==> src/rtl/presc_pkg.sv <==
// presc_pkg: shared defaults and divisor type for the multi-channel prescaler.
package presc_pkg;
    localparam int CNT_W_DEF       = 16;
    localparam int DEFAULT_DIV_DEF = 50;
    typedef logic [CNT_W_DEF-1:0] div_t;
endpackage

==> src/rtl/presc_chan.sv <==
// presc_chan: one divider channel with tick strobe, 50% divided clock and boundary-applied reload.
module presc_chan
    import presc_pkg::*;
#(
    parameter int CNT_W       = CNT_W_DEF,
    parameter int DEFAULT_DIV = DEFAULT_DIV_DEF
) (
    input  logic             clk_in_p,
    input  logic             rst_p,
    input  logic             en,
    input  logic             sync,
    input  logic             load,
    input  logic [CNT_W-1:0] div,
    output logic             clk_out,
    output logic             tick,
    output logic             pend
);
    logic [CNT_W-1:0] cnt, act_div, pend_div;
    logic run, tc, apply;
    assign run = en && act_div != '0;
    assign tc = cnt == act_div - 1'b1;
    // a pending divisor lands only where the counter restarts, so no period is ever cut short
    assign apply = pend && (!run || sync || tc);
    always_ff @(posedge clk_in_p) begin
        if (rst_p) begin
            cnt      <= '0;
            act_div  <= CNT_W'(DEFAULT_DIV);
            pend_div <= CNT_W'(DEFAULT_DIV);
            pend     <= 1'b0;
            clk_out  <= 1'b0;
            tick     <= 1'b0;
        end else begin
            if (apply) act_div <= pend_div;
            if (load) pend_div <= div;
            pend    <= load || (pend && !apply);
            cnt     <= (run && !sync && !tc) ? cnt + 1'b1 : '0;
            tick    <= run && !sync && tc;
            clk_out <= (!en || sync) ? 1'b0 : (run && tc) ? ~clk_out : clk_out;
        end
    end
endmodule

==> src/rtl/presc_multi.sv <==
// presc_multi: CHANNELS independent runtime-programmable clock dividers.
// Define PRESC_SYNC_EN to let sync_p phase-align all enabled channels.
module presc_multi
    import presc_pkg::*;
#(
    parameter int CHANNELS    = 2,
    parameter int CNT_W       = CNT_W_DEF,
    parameter int DEFAULT_DIV = DEFAULT_DIV_DEF
) (
    input  logic                      clk_in_p,
    input  logic                      rst_p,
    input  logic [CHANNELS-1:0]       en_p,
    input  logic [CHANNELS*CNT_W-1:0] div_p,
    input  logic [CHANNELS-1:0]       load_p,
    input  logic                      sync_p,
    output logic [CHANNELS-1:0]       clk_out_p,
    output logic [CHANNELS-1:0]       tick_p,
    output logic [CHANNELS-1:0]       pend_p
);
    logic sync_int;
`ifdef PRESC_SYNC_EN
    assign sync_int = sync_p;
`else
    logic unused_sync;
    assign unused_sync = sync_p;
    assign sync_int = 1'b0;
`endif
    for (genvar i = 0; i < CHANNELS; i++) begin : g_chan
        presc_chan #(
            .CNT_W      (CNT_W),
            .DEFAULT_DIV(DEFAULT_DIV)
        ) u_chan (
            .clk_in_p(clk_in_p),
            .rst_p   (rst_p),
            .en      (en_p[i]),
            .sync    (sync_int),
            .load    (load_p[i]),
            .div     (div_p[i*CNT_W +: CNT_W]),
            .clk_out (clk_out_p[i]),
            .tick    (tick_p[i]),
            .pend    (pend_p[i])
        );
    end
endmodule

==> config.mk <==
export PLATFORM = sky130hd
export DESIGN_NAME = presc_multi
export DESIGN_NICKNAME = d
export VERILOG_FILES = /design/src/rtl/presc_pkg.sv /design/src/rtl/presc_chan.sv /design/src/rtl/presc_multi.sv
export SDC_FILE = /design/constraint.sdc
export NUM_CORES = 1
export LEC_CHECK = 0
export ABC_CLOCK_PERIOD_IN_PS = 4600
export BUFFER_PORTS_ARGS = -buffer_cell sky130_fd_sc_hd__buf_2
export CAP_MARGIN = 10
export CELL_PAD_IN_SITES_DETAIL_PLACEMENT = 0
export CELL_PAD_IN_SITES_GLOBAL_PLACEMENT = 1
export CORE_MARGIN = 2
export CORE_UTILIZATION = 49
export DETAILED_ROUTE_END_ITERATION = 10
export PLACE_DENSITY_LB_ADDON = 0.12
export SLEW_MARGIN = 20
export SYNTH_ARGS = -nofsm -noshare
export SYNTH_HDL_FRONTEND = slang
export SYNTH_SLANG_ARGS = --single-unit
==> constraint.sdc <==
create_clock -name clk_in_p -period 4.6 [get_ports clk_in_p]
set_clock_uncertainty 0.2 [all_clocks]
set_input_delay 0 -clock clk_in_p [delete_from_list [all_inputs] [get_ports clk_in_p]]
set_output_delay 0 -clock clk_in_p [all_outputs]
set_load 0.01 [all_outputs]
Word level (Yosys, flattened, before mapping)
Cells that the tools add are included.

storage, ports and cells
  flip-flop bits (word level) = 102
  word-level logic and storage cells = 50
  input port bits = 39

operators by class
  reductions and logical operators = 26
  add/sub/neg operators = 4
  eq/ne operators = 2
  bitwise logic cells = 6

operator list
  operator                                            number
  adder 16 x 1 -> 16 bit, second input constant       2
  == test 16 bit                                      2
  nonzero test 16 bit                                 2
  subtractor 16 x 1 -> 16 bit, second input constant  2
  logical AND 1 bit                                   10
  OR reduction 2 bit                                  4
  zero test 1 bit                                     6
  inverter 1 bit                                      6
  logical OR 1 bit                                    4

Logic depth before layout (Yosys ltp)
  word-level depth = 8
  mapped depth = 11
  depth with buffers taken out = 9

Modules after synthesis
From an unflattened synthesis, not the netlist that was laid out.

second synthesis, totals
  cells, all modules = 609
  area total of the unflattened synthesis = 5248.8 µm²

modules (own cells, without submodules)
  module       sequential area each (µm²)  instances  cells an instance  area an instance (µm²)
  presc_chan   1021.0                      2          304                2622.5
  presc_multi  0.0                         1          1                  3.8

Worst setup path after synthesis
Ideal clock, no wire load.

  path type = register to register
  start = register g_chan[0].u_chan.act_div[0]
  end = register g_chan[0].u_chan.act_div[10]
  cell stages (with the launch flop) = 12
  clock period less this slack = 3.168 ns
  required time = 4.328 ns
  library setup time = 0.072 ns
  path slack = 1.432 ns
  data arrival time = 2.896 ns
  cell sequence = dfxtp_1 inv_1 ha_1 or3b_1 nor4_4 xnor2_1 or4_4 a2111oi_4 o21a_1 buf_6 buf_12 mux2i_1

on the way
  word-level cells in the longest chain between the ends = 5

RTL lines
  item                                                                 RTL line          RTL
  start, declared                                                      presc_chan.sv:18  logic [CNT_W-1:0] cnt, act_div, pend_div;
  start signal, assigned                                               presc_chan.sv:27  act_div <= CNT_W'(DEFAULT_DIV);
  start signal, assigned                                               presc_chan.sv:33  if (apply) act_div <= pend_div;
  branches (longest 3 deep; another with subtractor 16 x 1 -> 16 bit)  --
  logical OR 1 bit (*)                                                 presc_chan.sv:23  assign apply = pend && (!run || sync || tc);
  logical AND 1 bit (*)                                                presc_chan.sv:23

Mark *: on every way between the ends.
A chain may end at the register's enable or synchronous reset.

Worst setup path in the final report
  start = register g_chan[0].u_chan.act_div[0]
  end = register g_chan[0].u_chan.act_div[15]

Same word-level chain as after synthesis.

==> run metrics <==
result of the run complete, no violations; Fin. Hold Viols 0; Highest Clock Rate ~270 MHz; core region area 9770 um^2; TritonCTS clock tree done; most instantiated flip-flop cell in the synthesis netlist sky130_fd_sc_hd__dfxtp_1; RSZ-0062 raised after global routing false; number of buffers created by CTS 9; critical path class register to register; cell row count 36; global route total overflow 0; aggregate global-route resource usage between 20% and 30%; maximum cell stage delay along the critical path approximately 0.55 ns; maximum clock path buffer count 2; GPL Wtd Cong about 0.86; areal power density over the cells approximately 270 nW/um^2; mapped cell area around 4900 um^2; sinks on the clock net slightly above 100; fraction of layout cells with a size suffix above 1 a little under an eighth; effective utilization at floorplan between 50 and 60%; share of Yosys cell area claimed by the top area cell type 41.4%; library cell with the highest instance count after synthesis sky130_fd_sc_hd__dfxtp_1; crit start category register; cell taking the most area after synthesis sky130_fd_sc_hd__dfxtp_1; Final #Nets approximately 700; Post-Place Cell Area between 5000 and 6000 um^2; number of cells produced by synthesis roughly 540; full die area 10900 um^2; total setup violations reported at the end of the flow 0; CP max FO 11; number of vias per cell between 5 and 6; CTS root buf sky130_fd_sc_hd__clkbuf_8; Relative slew margins between 20 and 30%; number of nets with antenna violations after routing 0; endpoint required time on the critical path between 4 and 5 ns; critical path data arrival time around 3.8 ns; Area growth syn-to-layout 28.2%; WP depth 10; leading post-synthesis cells by instance count sky130_fd_sc_hd__dfxtp_1 (102), sky130_fd_sc_hd__nor2_1 (80), sky130_fd_sc_hd__mux2i_1 (45), sky130_fd_sc_hd__nand2_1 (45), sky130_fd_sc_hd__xnor2_1 (36); pin count of the biggest net entering global routing 39; worst-skew pair later-pin latency between 0.3 and 0.4 ns; global-route wire length before repair 20.3 mm; Worst Min Path Start en_p[0]; Synthesis Warnings 0; average wire per cell in the routed design around 15 um; detailed placement HPWL approximately 7.4 mm; final instance count without filler cells 803; startpoint of the most critical register-to-register path g_chan[0].u_chan.act_div[0]$_SDFFE_PP0P_; P_leak around 2.5 nW; slew at the pin closest to its max-slew limit 1.05 ns; post-synthesis sequential element count 102; biggest area contributors in the synthesized netlist sky130_fd_sc_hd__dfxtp_1 (41%), sky130_fd_sc_hd__mux2i_1 (9.1%), sky130_fd_sc_hd__xnor2_1 (6.4%); Starting DRT DRC Count about 170; delay-heaviest family, CP simple AND/OR/NAND/NOR gates; Async SR Flop Fraction 0%; number of synthesized flops with an enable pin 0; total number of H-tree levels 3; setup slack of the most critical reg-to-reg path between 0.8 and 0.9 ns; total power of the final layout around 1.7 mW; max-slew violations 0; floorplan die height approximately 100 um; total length of routed wires ~12 mm; Yosys cell types 64; final period utilization between 80 and 90%; Post-CTS Setup Repair Bufs 0; count of input and output buffers 43; kind of end point of the critical path register; worst-case reg-to-reg path depth 10; final std cell area, no fill 6320 um^2; number of cells traversed by the worst hold path 3; crit path max-delay cell type sky130_fd_sc_hd__or4_4; cell-by-cell listing of the critical path inv_1, ha_1, or3b_1, nor4_4, xnor2_1, or4_4, a2111oi_4, o21a_1, buf_4, mux2i_1; die boundary width around 100 um; Avg Cell Area, Syn slightly above 9 um^2; Endpoint, Worst Hold g_chan[0].u_chan.clk_out$_SDFFE_PP0P_; count of fill cells added during filler insertion 776; Final Critical Period around 3.7 ns; DRC 0; number of diodes 0; total number of vias 4253; count of placed standard cells including taps roughly 690; setup total negative slack 0 ns; boundary pin count 45; proportion of synthesized chip area in sequential cells between 40% and 50%; vias in the first global route between 4000 and 5000; clk slew on worst S/H paths about 0.10 ns; antenna violations before repair 0; terminus of the critical flop-to-flop path g_chan[0].u_chan.act_div[15]$_SDFFE_PP0P_; number of iterations in the first detailed-routing pass 5; maximum VDD drop roughly 0.00025 V; critical path buffer and inverter count 2; post-synthesis net count ~600; path class of the lowest-slack min-delay path primary input to register; Max-cap violations 0
[kinds of logic after synthesis]
family                   synth area share [%]
flip-flops                               41.4
multiplexers                             9.14
XOR/XNOR                                 11.9
adder cells (fa/ha/maj)                  1.02
AO/OA/AOI/OAI                            10.6
buffers and inverters                    4.82
AND/OR/NAND/NOR                          21.1
[worst register-to-register path, stage by stage, from the launching register on]
cell and delay [ns]:
sky130_fd_sc_hd__dfxtp_1 0.36, sky130_fd_sc_hd__inv_1 0.10, sky130_fd_sc_hd__ha_1 0.27, sky130_fd_sc_hd__or3b_1 0.47, sky130_fd_sc_hd__nor4_4 0.26, sky130_fd_sc_hd__xnor2_1 0.10, sky130_fd_sc_hd__or4_4 0.55, sky130_fd_sc_hd__a2111oi_4 0.51
sky130_fd_sc_hd__o21a_1 0.34, sky130_fd_sc_hd__buf_4 0.29, sky130_fd_sc_hd__mux2i_1 0.22
[cell type report]
type | instances | area (um^2) | area share (%)
timing repair buffer | 144 | 1220 | 19.3
tap | 133 | 166 | 2.63
clock inverter | 7 | 57.6 | 0.910
clock buffer | 9 | 124 | 1.96
sequential | 102 | 2040 | 32.3
inverter | 17 | 63.8 | 1.01
multi-input combinational | 391 | 2650 | 41.9
[through the flow]
step	worst slack [ns]	utilization [%]	hold slack, ns
floorplan	1.43	-	-0.0716
finish	0.879	64.7	0.226
detailed placement	0.945	52.8	0.0227
CTS	0.904	64.7	0.187
global placement	1.05	52.8	0.0223
global route	0.654	64.7	0.240
[sequential cells by signal (all words and copies together), names as in the netlist]
| signal | cells |
|---|---|
| g_chan.u_chan.act_div | 32 |
| g_chan.u_chan.cnt | 32 |
| g_chan.u_chan.pend | 2 |
| g_chan.u_chan.tick | 2 |
| g_chan.u_chan.pend_div | 32 |
| g_chan.u_chan.clk_out | 2 |
[per-layer routing]
metal | part of all wire, % | up-vias | track usage [%]
met5 | 0 | - | 0
met4 | 2.0 | 0 | 7.72
met3 | 3.7 | 20 | 4.07
met2 | 45 | 103 | 35.8
met1 | 49 | 2003 | 32.4
li1 | - | 2127 | -
[worst max path at each step]
stage                                        startpoint                                         to  slack [ns]
2_1_floorplan  g_chan[0].u_chan.act_div[0]$_SDFFE_PP0P_  g_chan[0].u_chan.act_div[10]$_SDFFE_PP0P_        1.43
3_5_place_dp   g_chan[0].u_chan.act_div[0]$_SDFFE_PP0P_  g_chan[0].u_chan.act_div[12]$_SDFFE_PP0P_        0.94
4_1_cts        g_chan[0].u_chan.act_div[0]$_SDFFE_PP0P_  g_chan[0].u_chan.act_div[14]$_SDFFE_PP0P_        0.90
5_1_grt        g_chan[0].u_chan.act_div[0]$_SDFFE_PP0P_  g_chan[0].u_chan.act_div[15]$_SDFFE_PP0P_        0.65
3_3_place_gp   g_chan[0].u_chan.act_div[0]$_SDFFE_PP0P_   g_chan[0].u_chan.act_div[7]$_SDFFE_PP0P_        1.05
6_report       g_chan[0].u_chan.act_div[0]$_SDFFE_PP0P_  g_chan[0].u_chan.act_div[15]$_SDFFE_PP0P_        0.88
[power by group]
part	total (mW)	internal (mW)	switching, mW
logic	0.216	0.125	0.0912
clock network	0.539	0.204	0.335
registers	0.934	0.909	0.0243
[cell usage in the layout, fill, tap and decap left out, types with 3 or more instances in the layout]
master,synthesis,final
sky130_fd_sc_hd__nor2_1,80,80
sky130_fd_sc_hd__dlygate4sd3_1,0,98
sky130_fd_sc_hd__or2_2,4,4
sky130_fd_sc_hd__buf_4,7,3
sky130_fd_sc_hd__dfxtp_1,102,102
sky130_fd_sc_hd__inv_1,17,17
sky130_fd_sc_hd__a21oi_1,6,6
sky130_fd_sc_hd__and4_1,3,3
sky130_fd_sc_hd__xnor2_1,36,36
sky130_fd_sc_hd__nand2_1,45,45
sky130_fd_sc_hd__mux2i_1,45,45
sky130_fd_sc_hd__nor4_1,4,4
sky130_fd_sc_hd__and2_1,3,3
sky130_fd_sc_hd__ha_1,4,4
sky130_fd_sc_hd__a31oi_1,5,5
sky130_fd_sc_hd__a211oi_1,4,4
sky130_fd_sc_hd__and3_1,9,9
sky130_fd_sc_hd__or3_1,3,3
sky130_fd_sc_hd__clkbuf_8,0,9
sky130_fd_sc_hd__nor3_1,12,12
sky130_fd_sc_hd__xor2_1,31,31
sky130_fd_sc_hd__a22o_1,13,13
sky130_fd_sc_hd__nand3b_1,3,3
sky130_fd_sc_hd__or4_1,4,4
sky130_fd_sc_hd__nand3_1,18,18
sky130_fd_sc_hd__buf_2,3,43
sky130_fd_sc_hd__nand4_1,7,7
sky130_fd_sc_hd__o211ai_1,6,6
[what timing repair did]
action                                 CTS  global route
endpoints found under the hold margin   41             0
setup endpoints to repair                0             0
gates resized for setup                  0             0
hold buffers                            98             0
Power figures use the tool's default switching activity.
